==> src/rtl/debounce_sync_pkg.sv <==
// Shared definitions for the debounce/synchroniser block.
// Holds the FSM state encoding and the default parameter values.
package debounce_sync_pkg;

    typedef enum logic {
        ST_IDLE  = 1'b0,
        ST_COUNT = 1'b1
    } state_t;

    localparam int DEF_SYNC_STAGES   = 2;
    localparam int DEF_CNT_W         = 4;
    localparam int DEF_STABLE_CYCLES = 10;

endpackage

==> src/rtl/debounce_sync_sync_chain.sv <==
// Parameterised N-stage synchroniser for a single-bit asynchronous input.
// Any metastability is confined to the first stage. Reusable on its own.
module sync_chain #(
    parameter int N = 2
) (
    input  logic clk,
    input  logic reset,
    input  logic d,
    output logic q
);

    logic [N-1:0] stages;

    always_ff @(posedge clk or posedge reset) begin
        if (reset) begin
            stages <= '0;
        end else begin
            stages <= {stages[N-2:0], d};
        end
    end

    assign q = stages[N-1];

endmodule

==> src/rtl/debounce_sync.sv <==
// Debouncer: synchronises d_in, then only accepts a new level once it has been
// stable for STABLE_CYCLES cycles. Produces a clean q plus one-cycle rise/fall strobes.
module debounce_sync
    import debounce_sync_pkg::*;
#(
    parameter int SYNC_STAGES   = DEF_SYNC_STAGES,
    parameter int CNT_W         = DEF_CNT_W,
    parameter int STABLE_CYCLES = DEF_STABLE_CYCLES
) (
    input  logic clk,
    input  logic reset,
    input  logic d_in,
    output logic q,
    output logic rise,
    output logic fall,
    output logic busy
);

    // An unusable parameter set must stop elaboration rather than build a broken counter.
    if (SYNC_STAGES < 2) begin : g_bad_sync
        $error("debounce_sync: SYNC_STAGES must be at least 2");
    end
    if (STABLE_CYCLES < 2 || STABLE_CYCLES > (2 ** CNT_W) - 1) begin : g_bad_stable
        $error("debounce_sync: STABLE_CYCLES must lie in 2 .. 2**CNT_W-1");
    end

    localparam logic [CNT_W-1:0] LAST_CNT = CNT_W'(STABLE_CYCLES - 1);

    logic             s;
    state_t           state;
    logic [CNT_W-1:0] cnt;

    sync_chain #(
        .N(SYNC_STAGES)
    ) u_sync (
        .clk  (clk),
        .reset(reset),
        .d    (d_in),
        .q    (s)
    );

    // The counter stops at LAST_CNT, so it can never wrap.
    always_ff @(posedge clk or posedge reset) begin
        if (reset) begin
            state <= ST_IDLE;
            cnt   <= '0;
            q     <= 1'b0;
            rise  <= 1'b0;
            fall  <= 1'b0;
            busy  <= 1'b0;
        end else begin
            rise <= 1'b0;
            fall <= 1'b0;
            case (state)
                ST_IDLE: begin
                    if (s != q) begin
                        state <= ST_COUNT;
                        cnt   <= CNT_W'(1);
                        busy  <= 1'b1;
                    end
                end
                ST_COUNT: begin
                    if (s == q) begin
                        state <= ST_IDLE;
                        cnt   <= '0;
                        busy  <= 1'b0;
                    end else if (cnt == LAST_CNT) begin
                        q     <= s;
                        rise  <= s;
                        fall  <= ~s;
                        state <= ST_IDLE;
                        cnt   <= '0;
                        busy  <= 1'b0;
                    end else begin
                        cnt <= cnt + CNT_W'(1);
                    end
                end
                default: begin
                    state <= ST_IDLE;
                    cnt   <= '0;
                    busy  <= 1'b0;
                end
            endcase
        end
    end

endmodule

==> config.mk <==
export PLATFORM = sky130hd
export DESIGN_NAME = debounce_sync
export DESIGN_NICKNAME = d
export VERILOG_FILES = /design/src/rtl/debounce_sync_pkg.sv /design/src/rtl/debounce_sync_sync_chain.sv /design/src/rtl/debounce_sync.sv
export SDC_FILE = /design/constraint.sdc
export NUM_CORES = 1
export LEC_CHECK = 0
export ABC_AREA = 1
export BUFFER_PORTS_ARGS = -buffer_cell sky130_fd_sc_hd__buf_2
export CAP_MARGIN = 20
export CORE_AREA = 2 2 39 41
export DETAILED_ROUTE_END_ITERATION = 7
export DIE_AREA = 0 0 41 43
export HOLD_SLACK_MARGIN = 0.15
export SYNTH_ARGS = -nofsm -noshare
export SYNTH_HDL_FRONTEND = slang
export SYNTH_SLANG_ARGS = --single-unit
==> constraint.sdc <==
create_clock -name clk -period 2.6 [get_ports clk]
set_input_delay 0.52 -clock clk [delete_from_list [all_inputs] [get_ports clk]]
set_output_delay 0.52 -clock clk [all_outputs]
set_load 0.1 [all_outputs]
Word level (Yosys, flattened, before mapping)
Index checks and enable logic that the tools add are counted.
{"block": "word_totals", "register_bits": 11, "inputBits": 3, "out_inout_bits": 4}
{"block": "op_classes", "n_addsub": 1, "n_eq_ne": 5, "n_mux": 18, "bitwise": 3, "reduce_logical": 2}
{"operator": "1-bit two-way mux", "n": 12}
{"operator": "4-bit two-way mux", "n": 3}
{"operator": "4-bit one-hot mux with 2 select lines", "n": 1}
{"operator": "4-bit by 1-bit adder with 4-bit output, second input constant", "n": 1}
{"operator": "4-bit == test, second input constant", "n": 1}
{"operator": "1-bit one-hot mux with 2 select lines", "n": 2}
{"operator": "3-bit by 1-bit inequality test with 1-bit output, second input constant", "n": 1}
{"operator": "1-bit NOT", "n": 3}
{"operator": "3-bit AND reduction", "n": 1}
{"operator": "2-bit inequality test, second input constant", "n": 1}
{"operator": "2-bit AND reduction", "n": 1}
{"operator": "1-bit == test", "n": 1}
{"operator": "1-bit inequality test", "n": 1}

Depth between registers and ports, before layout
Gate-level depths: netlist of run 1.
{"block": "depth", "depth_word": 4, "ltp_mapped": 7, "ltp_nobuf": 7}

Modules after synthesis
Synthesis of run 1 repeated with hierarchy kept, for this count alone.
{"block": "unflattened", "cells_unflattened": 65, "hier_area_um2": 515.5}
{"module": "debounce_sync", "n_inst": 1, "cells_per_inst": 62, "area_per_inst_um2": 461.7, "seq_area_each_um2": 225.2}
{"module": "sync_chain", "n_inst": 1, "cells_per_inst": 3, "area_per_inst_um2": 53.8, "seq_area_each_um2": 50.0}

Least setup slack after synthesis of run 1
OpenSTA, ideal clock, no wires.
{"block": "synth_path", "kind": "register -> register", "from": "register q", "to": "register busy", "setup_time_ns": 0.113, "t_arrival_ns": 1.490, "t_required_ns": 2.487, "path_slack_ns": 0.997, "path_stages_with_launch": 8, "path_buffers": 0, "cell_sequence": "dfrtp_1 -> inv_1 -> nand2_1 -> nand2_2 -> nand2_1 -> nand2_1 -> nand2_1 -> inv_1"}
{"block": "synth_between", "elab_chain_cells": 3, "elab_cells_between_ends": 7, "cone_classes": "4 x eq/ne; 2 x mux; 1 x reduce/logical"}
{"element": "start, declared", "line_no": "debounce_sync.sv:13", "rtl": "output logic q,"}
{"element": "start signal, assigned", "line_no": "debounce_sync.sv:68", "rtl": "q <= s;"}
{"element": "1-bit == test / 1-bit inequality test (equally long branches)", "line_no": "debounce_sync.sv:63, debounce_sync.sv:56"}
{"element": "1-bit two-way mux (tied with other cells)", "line_no": "debounce_sync.sv:63", "rtl": "if (s == q) begin"}
{"element": "1-bit one-hot mux with 2 select lines / 2-bit AND reduction (equally long branches)"}
{"element": "end signal, assigned", "line_no": "debounce_sync.sv:59", "rtl": "busy <= 1'b1;"}
{"element": "end signal, assigned", "line_no": "debounce_sync.sv:66", "rtl": "busy <= 1'b0;"}
{"element": "end signal, assigned", "line_no": "debounce_sync.sv:73", "rtl": "busy <= 1'b0;"}
{"element": "end, declared", "line_no": "debounce_sync.sv:16", "rtl": "output logic busy"}
Parallel ways exist; a longest one is shown, timed or not.
A chain may end at the register's enable or synchronous reset.

Final worst setup path of run 1
{"block": "layout_path", "from": "register q", "to": "output q"}
No word-level cell between the ends.

==> results of run 1 <==
Yosys cell counts, drive strengths merged:
library cell	number	share of area [%]
nand2	26	20
ha	2	4.8
inv	13	9.3
nand3	4	3.8
o21ai	2	1.9
nand4	2	2.4
nor2	4	4.3
xor2	1	1.7
dfrtp	11	52
power breakdown:
part	internal, mW	switching (mW)
clock	0.0569	0.0618
combinational	0.0454	0.116
sequential	0.201	0.0393
total	0.304	0.217
sequential cells by signal (all words and copies together), names as in the netlist:
| signal | count |
|---|---|
| u_sync.stages | 2 |
| busy | 1 |
| cnt | 4 |
| q | 1 |
| fall | 1 |
| rise | 1 |
| state | 1 |
layout by cell type, fill, tap and decap left out:
cell type / n
buf_2: 6
clkbuf_4: 3
clkinv_2: 1
dfrtp_1: 11
ha_1: 2
inv_1: 12
inv_2: 1
nand2_1: 24
nand2_2: 2
nand3_1: 4
nand4_1: 2
nor2_1: 1
nor2_2: 3
o21ai_0: 2
xor2_1: 1
cell families (layout without fill, tap and decap cells):
group / count (synthesis) / after routing / synth area share, %
compound gates: 2 / 2 / 1.90
simple gates: 36 / 36 / 30.0
xor+xnor: 1 / 1 / 1.67
buf+inv: 13 / 23 / 9.28
fa+ha+maj: 2 / 2 / 4.76
flops: 11 / 11 / 52.4
area by class of cell:
cell class,instances,area [um2]
repair buffers,6,30.0
well taps,16,20.0
inverters,13,48.8
clock buffers,3,22.5
clock inverters,1,5.00
fillers,141,781
multi-input cells,41,201
flip-flops and latches,11,275
how the worst max path moves through the flow:
| stage | startpoint | endpoint | slack [ns] | cells past startpoint |
|---|---|---|---|---|
| after floorplan | q | busy | 1.0 | 7 |
| after global placement | q | q | 1.27 | 1 |
| after detailed placement | q | q | 1.25 | 1 |
| after CTS | q | q | 0.95 | 1 |
| after global routing | q | q | 0.91 | 1 |
| final | q | q | 0.96 | 1 |
stage by stage:
step                setup slack, ns  std cells  hold WS [ns]  cell area [um2]  total power [mW]
floorplan                     0.997         65         0.331              526             0.376
global placement               1.27         87         0.338              576             0.405
detailed placement             1.25         87         0.340              576             0.407
CTS                           0.955         91         0.239              603             0.525
global route                  0.911         91         0.276              603             0.559
finish                        0.959         91         0.217              603             0.521
per-layer routing:
metal  vias up  wire length, um  GRT usage [%]
met1       189              366           15.8
met5         -                0              0
met4         0               10           6.00
li1        215                -              -
met2        10              391           20.9
met3         2               50           4.71
==> flow_metrics.py, run 1 <==
metrics = {
    "detailed_routing": {
        "vias": 416,
        "dr.first_iter.drc_count": 4,
        "ant_nets": 0,
        "wl_per_cell_um": 9.00,
        "avgViaCountPerCell": 4.57,
        "drcViolationCount": 0,
        "first_pass_iters": 4,
        "wl_um": 819,
    },
    "power_and_ir_drop": {
        "irDropWorstVdd_mv": 0.437,
        "power_density_nw_per_um2": 864,
        "leakagePower_nw": 0.356,
    },
    "cells_and_area": {
        "diodes": 0,
        "syn_to_final_growth_pct": 14.8,
        "drive_gt1_share_pct": 21.3,
        "finish.utilization_pct": 43.6,
        "nNetsFinal": 81,
    },
    "timing": {
        "slew_viol_final": 0,
        "max_freq_mhz": 609,
        "hold_viol": 0,
        "rsz0062_at_grt": "no",
        "tightest_slew_ns": 0.485,
        "period_needed_ns": 1.64,
        "slew_headroom_pct": 67.9,
        "finalSetupViolCount": 0,
        "setup-tns-final_ns": 0,
        "skew_ns": 0.00512,
        "fin_crit_sh_pct": 63.1,
    },
    "critical_path": {
        "cpLargestDelayFamily": "buffers and inverters",
        "worstPathMaxFanout": 5,
        "r2r_slack_ns": 1.40,
        "worst_path_max_delay_cell": "buf_2",
        "path_buf_inv": 1,
        "r2r_start": "cnt[1]",
        "timing.setup.critical_path_class": "reg2out",
        "start_kind": "flop",
        "cp.arrival_ns": 1.12,
        "worstPathCellList": "buf_2",
        "slowest_delay_ns": 0.45,
        "critPathRequiredTime_ns": 2.08,
        "rr_endpoint": "q",
        "rr_worst_depth": 7,
        "end_kind": "primary output",
    },
    "cts": {
        "cts_setup_buffers": 0,
        "cts_tree": "done",
        "clk_path_buf_depth": 2,
        "numCtsBuffers": 3,
        "holdBufCountCts": 0,
        "path_clk_slew_ns": 0.08,
        "clk_latency_ns": 0.27,
        "cts.sinks": 11,
        "ctsResizeCount": 0,
        "htree_num_levels": 1,
        "cts_root_buf": "clkbuf_4",
    },
    "place": {
        "port_buffers": 6,
        "place_congestion": 0.753,
        "dpl.hpwl_um": 611,
    },
    "grt": {
        "grt_pass1_wl_um": 1570,
        "grt_usage_pct": 13.4,
        "grt_pass1_vias": 401,
        "grt_max_degree": 12,
        "grt-ovfl-total": 0,
        "antenna_found_initial": 0,
    },
    "yosys": {
        "synth_seq_cells": 11,
        "synth_fp_nets": 70,
        "synth_cells": 65,
        "netlist_area_um2": 526,
        "synth-seq-area-share_pct": 52.4,
        "yosysWarnings": 0,
        "synthDistinctLibCells": 12,
        "syn_area_per_cell_um2": 8.08,
    },
    "die": {
        "dieArea_um2": 1760,
        "rows": 14,
        "ios": 7,
        "coreArea_um2": 1380,
        "die_x_um": 41,
        "start_util_pct": 38.0,
        "die_h_um": 43,
    },
    "worst_hold_path": {
        "hold_path.class": "in2async",
    },
    "run_status": {
        "status": "complete, no violations",
    },
    "flow_run": {
        "drv_cap": 0,
    },
}
No activity file was read; power rests on OpenSTA's default activity.
==> run 2, diff against run 1 <==
- clock period: 2.6 -> 1.62 ns (I/O delays scaled with it)
==> run 2 against run 1 <==
  * Utilization is 0.63 points higher
  * Highest routed layer unchanged
  * Count of clock-buffer cells in the layout is 1 higher
  * First-iteration DRC count is 50% higher
  * Sequential share of layout area is 0.65 points lower
  * Hold slack worse by 0.055 ns
  * Die area stayed put
  * Critical path depth stayed put
  * Final cell count is 1.1% higher
  * Largest cell class unchanged
==> flow_metrics.py, run 2 (synthesized netlist as in run 1, its figures left out) <==
metrics = {
    "run_status": {
        "status": "complete, no violations",
    },
    "critical_path": {
        "rr_endpoint": "q",
        "cpLargestDelayFamily": "buffers and inverters",
        "r2r_slack_ns": 0.42,
        "critPathRequiredTime_ns": 1.30,
        "worstPathMaxFanout": 5,
        "slowest_delay_ns": 0.45,
        "worst_path_max_delay_cell": "buf_2",
        "start_kind": "flop",
        "rr_worst_depth": 7,
        "path_buf_inv": 1,
        "r2r_start": "cnt[1]",
        "cp.arrival_ns": 1.12,
        "timing.setup.critical_path_class": "reg2out",
        "end_kind": "primary output",
        "worstPathCellList": "buf_2",
    },
    "detailed_routing": {
        "wl_met1_um": 412,
        "vias": 408,
        "drcViolationCount": 0,
        "wl_met2_um": 361,
        "top_layer": "met4",
        "ant_nets": 0,
        "avgViaCountPerCell": 4.43,
        "met3_length_um": 44,
        "wl_um": 840,
        "dr.first_iter.drc_count": 6,
        "first_pass_iters": 4,
        "wl_per_cell_um": 9.13,
    },
    "cts": {
        "htree_num_levels": 1,
        "cts_root_buf": "clkbuf_4",
        "clk_latency_ns": 0.27,
        "numCtsBuffers": 3,
        "cts.sinks": 11,
        "cts_tree": "done",
        "clk_path_buf_depth": 2,
        "cts_setup_buffers": 0,
        "path_clk_slew_ns": 0.06,
    },
    "worst_hold_path": {
        "hold_path.class": "in2reg",
        "holdPathEnd": "u_sync.stages[0]",
        "hold_path_depth": 1,
        "hp-start": "d_in",
    },
    "grt": {
        "grt_pass1_wl_um": 1350,
        "grt_pass1_vias": 328,
        "grt_usage_pct": 11.8,
        "antenna_found_initial": 0,
        "grt_max_degree": 12,
        "grt-ovfl-total": 0,
    },
    "timing": {
        "slew_viol_final": 0,
        "max_freq_mhz": 694,
        "hold_viol": 0,
        "hold_ws_ns": 0.162,
        "rsz0062_at_grt": "no",
        "finalSetupViolCount": 0,
        "skew_ns": 0.00606,
        "tightest_slew_ns": 0.484,
        "setup-tns-final_ns": 0,
        "fin_crit_sh_pct": 89.0,
        "period_needed_ns": 1.44,
        "slew_headroom_pct": 68.0,
    },
    "die": {
        "ios": 7,
        "start_util_pct": 38.0,
        "coreArea_um2": 1380,
        "dieArea_um2": 1760,
        "die_x_um": 41,
        "rows": 14,
        "die_h_um": 43,
    },
    "place": {
        "dpl.hpwl_um": 620,
        "placed_cell_area_um2": 576,
        "port_buffers": 6,
        "place_congestion": 0.704,
    },
    "power_and_ir_drop": {
        "power_density_nw_per_um2": 1360,
        "seqPwrFrac_pct": 46.2,
        "p_sw_uw": 340,
        "combPwrFrac_pct": 31.4,
        "internal_power_uw": 493,
        "clockPowerShare_pct": 22.4,
        "swShare_pct": 40.8,
        "leakagePower_nw": 0.358,
        "irDropWorstVdd_mv": 0.571,
    },
    "flow_run": {
        "drv_cap": 0,
    },
    "cells_and_area": {
        "largest_register": "cnt",
        "final_cell_mix": "nand2_1, inv_1, dfrtp_1",
        "reg_top3": "cnt: 4 flops, u_sync.stages: 2 flops",
        "diodes": 0,
        "fillers": 147,
        "finish.utilization_pct": 44.2,
        "syn_to_final_growth_pct": 16.4,
        "largest_reg_flops": 4,
        "fin_area_um2": 612,
        "final_common_cell": "nand2_1",
        "drive_gt1_share_pct": 19.7,
        "nNetsFinal": 82,
    },
}
-- run 2: worst max path at each step --
stage / startpoint / to / cells after the start
2_1_floorplan: q / busy / 7
3_3_place_gp: cnt[1] / q / 7
3_5_place_dp: cnt[1] / q / 7
4_1_cts: q / q / 1
5_1_grt: q / q / 1
6_report: q / q / 1
-- run 2: repair_timing --
item | in CTS | in global routing
hold buffers | 1 | 0
endpoints found under the hold margin | 11 | 0
gates resized for setup | 0 | 0
-- run 2: final cells by class --
type                            count  area [um2]  share of cell area, %
Multi-Input combinational cell     41         201                   32.9
Inverter                           13        48.8                   7.98
Sequential cell                    11         275                   45.0
Clock buffer                        4        26.3                   4.29
Tap cell                           16        20.0                   3.27
Timing Repair Buffer                7        40.0                   6.54
-- run 2: routing by layer --
| metal | global-route usage [%] | vias to the layer above |
|---|---|---|
| met5 | 0 | - |
| met4 | 8.00 | 0 |
| met3 | 3.14 | 4 |
| met2 | 15.0 | 8 |
| met1 | 16.9 | 177 |
| li1 | - | 219 |
-- run 2: through the flow --
| stage | std cells | total power [mW] | worst slack (ns) |
|---|---|---|---|
| global placement | 87 | 0.648 | 0.450 |
| floorplan | 65 | 0.604 | 0.0171 |
| detailed placement | 87 | 0.652 | 0.413 |
| CTS | 92 | 0.842 | 0.170 |
| finish | 92 | 0.833 | 0.178 |
| global route | 92 | 0.896 | 0.132 |
-- run 2: power groups by stage --
stage / Sequential, mW / Combinational (mW) / Clock (mW)
finish: 0.385 / 0.262 / 0.186
floorplan: 0.468 / 0.136 / 0
global route: 0.396 / 0.292 / 0.208
global placement: 0.389 / 0.259 / 0
detailed placement: 0.391 / 0.261 / 0
CTS: 0.385 / 0.264 / 0.193
==> run 3, diff against run 2 <==
- SYNTH_HIERARCHICAL: not set -> 1
==> run 3 against run 2 <==
  * Global-route usage rose by 1.5 points
  * Cell area up 0.41%
  * Total power is 27% lower
  * Via count decreased by 0.49%
  * First-iteration DRC count rose by 120%
  * Count of clock-buffer cells in the layout down 1
  * Die area unchanged
  * Area after synthesis decreased by 1.9%
  * Final cell count is 1.1% higher
  * Utilization up 0.18 points
  * Sequential power fell by 19%
==> flow_metrics.py, run 3 <==
metrics = {
    "yosys": {
        "synth_top_area_share_pct": 53.4,
        "synth-seq-area-share_pct": 53.4,
        "synth_cells": 65,
        "async_flop_share_pct": 100,
        "yosysTopAreaCell": "dfrtp_1",
        "yosysWarnings": 6,
        "synth_area_leaders": "dfrtp_1, nand2_1, inv_1",
        "syn_area_per_cell_um2": 7.93,
        "synthDistinctLibCells": 12,
        "netlist_area_um2": 515,
        "synth_seq_cells": 11,
        "synth_commonest_cells": "nand2_1, dfrtp_1, inv_1",
        "synth_edf_count": 0,
        "synth.most_common_cell": "nand2_1",
        "synth_fp_nets": 70,
        "synth_ff_type": "dfrtp_1",
    },
    "detailed_routing": {
        "wl_um": 865,
        "vias": 406,
        "drcViolationCount": 0,
        "ant_nets": 0,
        "avgViaCountPerCell": 4.37,
        "wl_per_cell_um": 9.30,
        "dr.first_iter.drc_count": 13,
        "first_pass_iters": 4,
    },
    "timing": {
        "max_freq_mhz": 697,
        "fin_crit_sh_pct": 88.6,
        "skew_ns": 0.00463,
        "tightest_slew_ns": 0.484,
        "slew_viol_final": 0,
        "period_needed_ns": 1.44,
        "finalSetupViolCount": 0,
        "rsz0062_at_grt": "no",
        "setup-tns-final_ns": 0,
        "slew_headroom_pct": 68.0,
        "hold_viol": 0,
    },
    "critical_path": {
        "end_kind": "primary output",
        "cp.arrival_ns": 1.11,
        "cpLargestDelayFamily": "buffers and inverters",
        "critPathRequiredTime_ns": 1.30,
        "timing.setup.critical_path_class": "reg2out",
        "worst_path_max_delay_cell": "buf_2",
        "slowest_delay_ns": 0.43,
        "worstPathCellList": "buf_2",
        "start_kind": "flop",
        "worstPathMaxFanout": 5,
        "path_buf_inv": 1,
    },
    "cts": {
        "clk_latency_ns": 0.28,
        "cts.sinks": 11,
        "ctsResizeCount": 0,
        "numCtsBuffers": 3,
        "path_clk_slew_ns": 0.08,
        "cts_tree": "done",
        "cts_root_buf": "clkbuf_4",
        "clk_path_buf_depth": 2,
        "htree_num_levels": 1,
    },
    "cells_and_area": {
        "diodes": 0,
        "final_common_cell": "nand2_1",
        "reg_top3": "cnt: 4 flops, u_sync/stages: 2 flops",
        "largest_reg_flops": 4,
        "largest_register": "cnt",
        "drive_gt1_share_pct": 18.2,
        "final_cell_mix": "nand2_1, inv_1, dfrtp_1",
        "syn_to_final_growth_pct": 19.2,
        "fin_cells": 93,
        "fillers": 151,
        "multi_input_area_um2": 199,
        "ff_latch_area_um2": 277,
        "nNetsFinal": 83,
    },
    "grt": {
        "grt_pass1_vias": 344,
        "grt_usage_pct": 13.4,
        "grt_max_degree": 10,
        "grt-ovfl-total": 0,
        "grt_pass1_wl_um": 1430,
        "antenna_found_initial": 0,
    },
    "power_and_ir_drop": {
        "power_density_nw_per_um2": 985,
        "leakagePower_nw": 0.369,
        "irDropWorstVdd_mv": 0.617,
    },
    "die": {
        "die_h_um": 43,
        "die_x_um": 41,
        "rows": 14,
        "start_util_pct": 37.3,
        "coreArea_um2": 1380,
        "dieArea_um2": 1760,
        "ios": 7,
    },
    "run_status": {
        "status": "complete, no violations",
    },
    "place": {
        "port_buffers": 6,
        "dpl.hpwl_um": 626,
        "place_inst": 87,
        "place_congestion": 0.727,
    },
    "worst_hold_path": {
        "hold_path.class": "reg2reg",
    },
    "flow_run": {
        "drv_cap": 0,
    },
}
==> run 3: cell count changes after synthesis <==
| cell | delta |
|---|---|
| inv_1 | -2 |
| nor2_2 | -2 |
| nand2_2 | -1 |
| o21ai_0 | -1 |
| nand2_1 | +3 |
| nor2_1 | +4 |
| nand3_1 | -1 |
==> run 3: cell type report <==
type | instances | share of cell area, %
Inverter | 11 | 6.72
Clock buffer | 3 | 3.67
Sequential cell | 11 | 45.0
Clock inverter | 1 | 0.815
Timing Repair Buffer | 8 | 8.15
Multi-Input combinational cell | 43 | 32.4
Tap cell | 16 | 3.26
==> run 3: cells by family (layout without fill, tap and decap cells) <==
family	count (synthesis)	count (layout)	synth area share [%]
AND/OR/NAND/NOR	39	39	31.1
XOR/XNOR	1	1	1.70
AO/OA/AOI/OAI	1	1	0.970
adder cells (fa/ha/maj)	2	2	4.85
flip-flops	11	11	53.4
buffers and inverters	11	23	8.01
==> run 3: what timing repair did <==
| item | in CTS | in global routing |
|---|---|---|
| endpoints found under the setup margin | 0 | 0 |
| buffers inserted | 0 | 0 |
| hold endpoints to repair | 12 | 0 |
| hold buffers | 2 | 0 |
==> run 3: power breakdown <==
group          switching, mW  leakage, nW  internal (mW)
clock network          0.106       0.0177         0.0919
logic                 0.0679        0.211         0.0276
registers             0.0200        0.140          0.291
==> run 3: path summary, 6_finish.rpt <==
check                                 startpoint                to  slack (ns)  cells after the start
worst min register to register  u_sync/stages[0]  u_sync/stages[1]        0.36                      0
worst max register to register            cnt[1]                 q        0.38                      7
min in group asynchronous                  reset  u_sync/stages[0]        0.43                      3
worst max-delay path                           q                 q        0.18                      1
worst min-delay path            u_sync/stages[0]  u_sync/stages[1]        0.36                      0
max in group asynchronous                  reset                 q        0.79                      3
==> run 3: metal layers <==
| metal | routed length (um) | vias up | GRT usage [%] | share of wire [%] |
|---|---|---|---|---|
| met2 | 374 | 8 | 15.3 | 43 |
| met1 | 413 | 177 | 17.6 | 48 |
| met3 | 47 | 3 | 6.28 | 5.4 |
| met5 | 0 | - | 0 | 0 |
| met4 | 30 | 0 | 12.0 | 3.5 |
| li1 | - | 218 | - | - |
==> run 3: through the flow <==
step,util [%],total power [mW],instance area (um2),hold WS (ns),setup WS [ns]
2_1_floorplan,-,0.389,517,0.0652,0.311
3_3_place_gp,41.0,0.408,567,0.184,0.419
3_5_place_dp,41.0,0.410,567,0.189,0.391
4_1_cts,44.4,0.614,614,0.360,0.177
5_1_grt,44.4,0.643,614,0.372,0.158
6_report,44.4,0.605,614,0.360,0.185
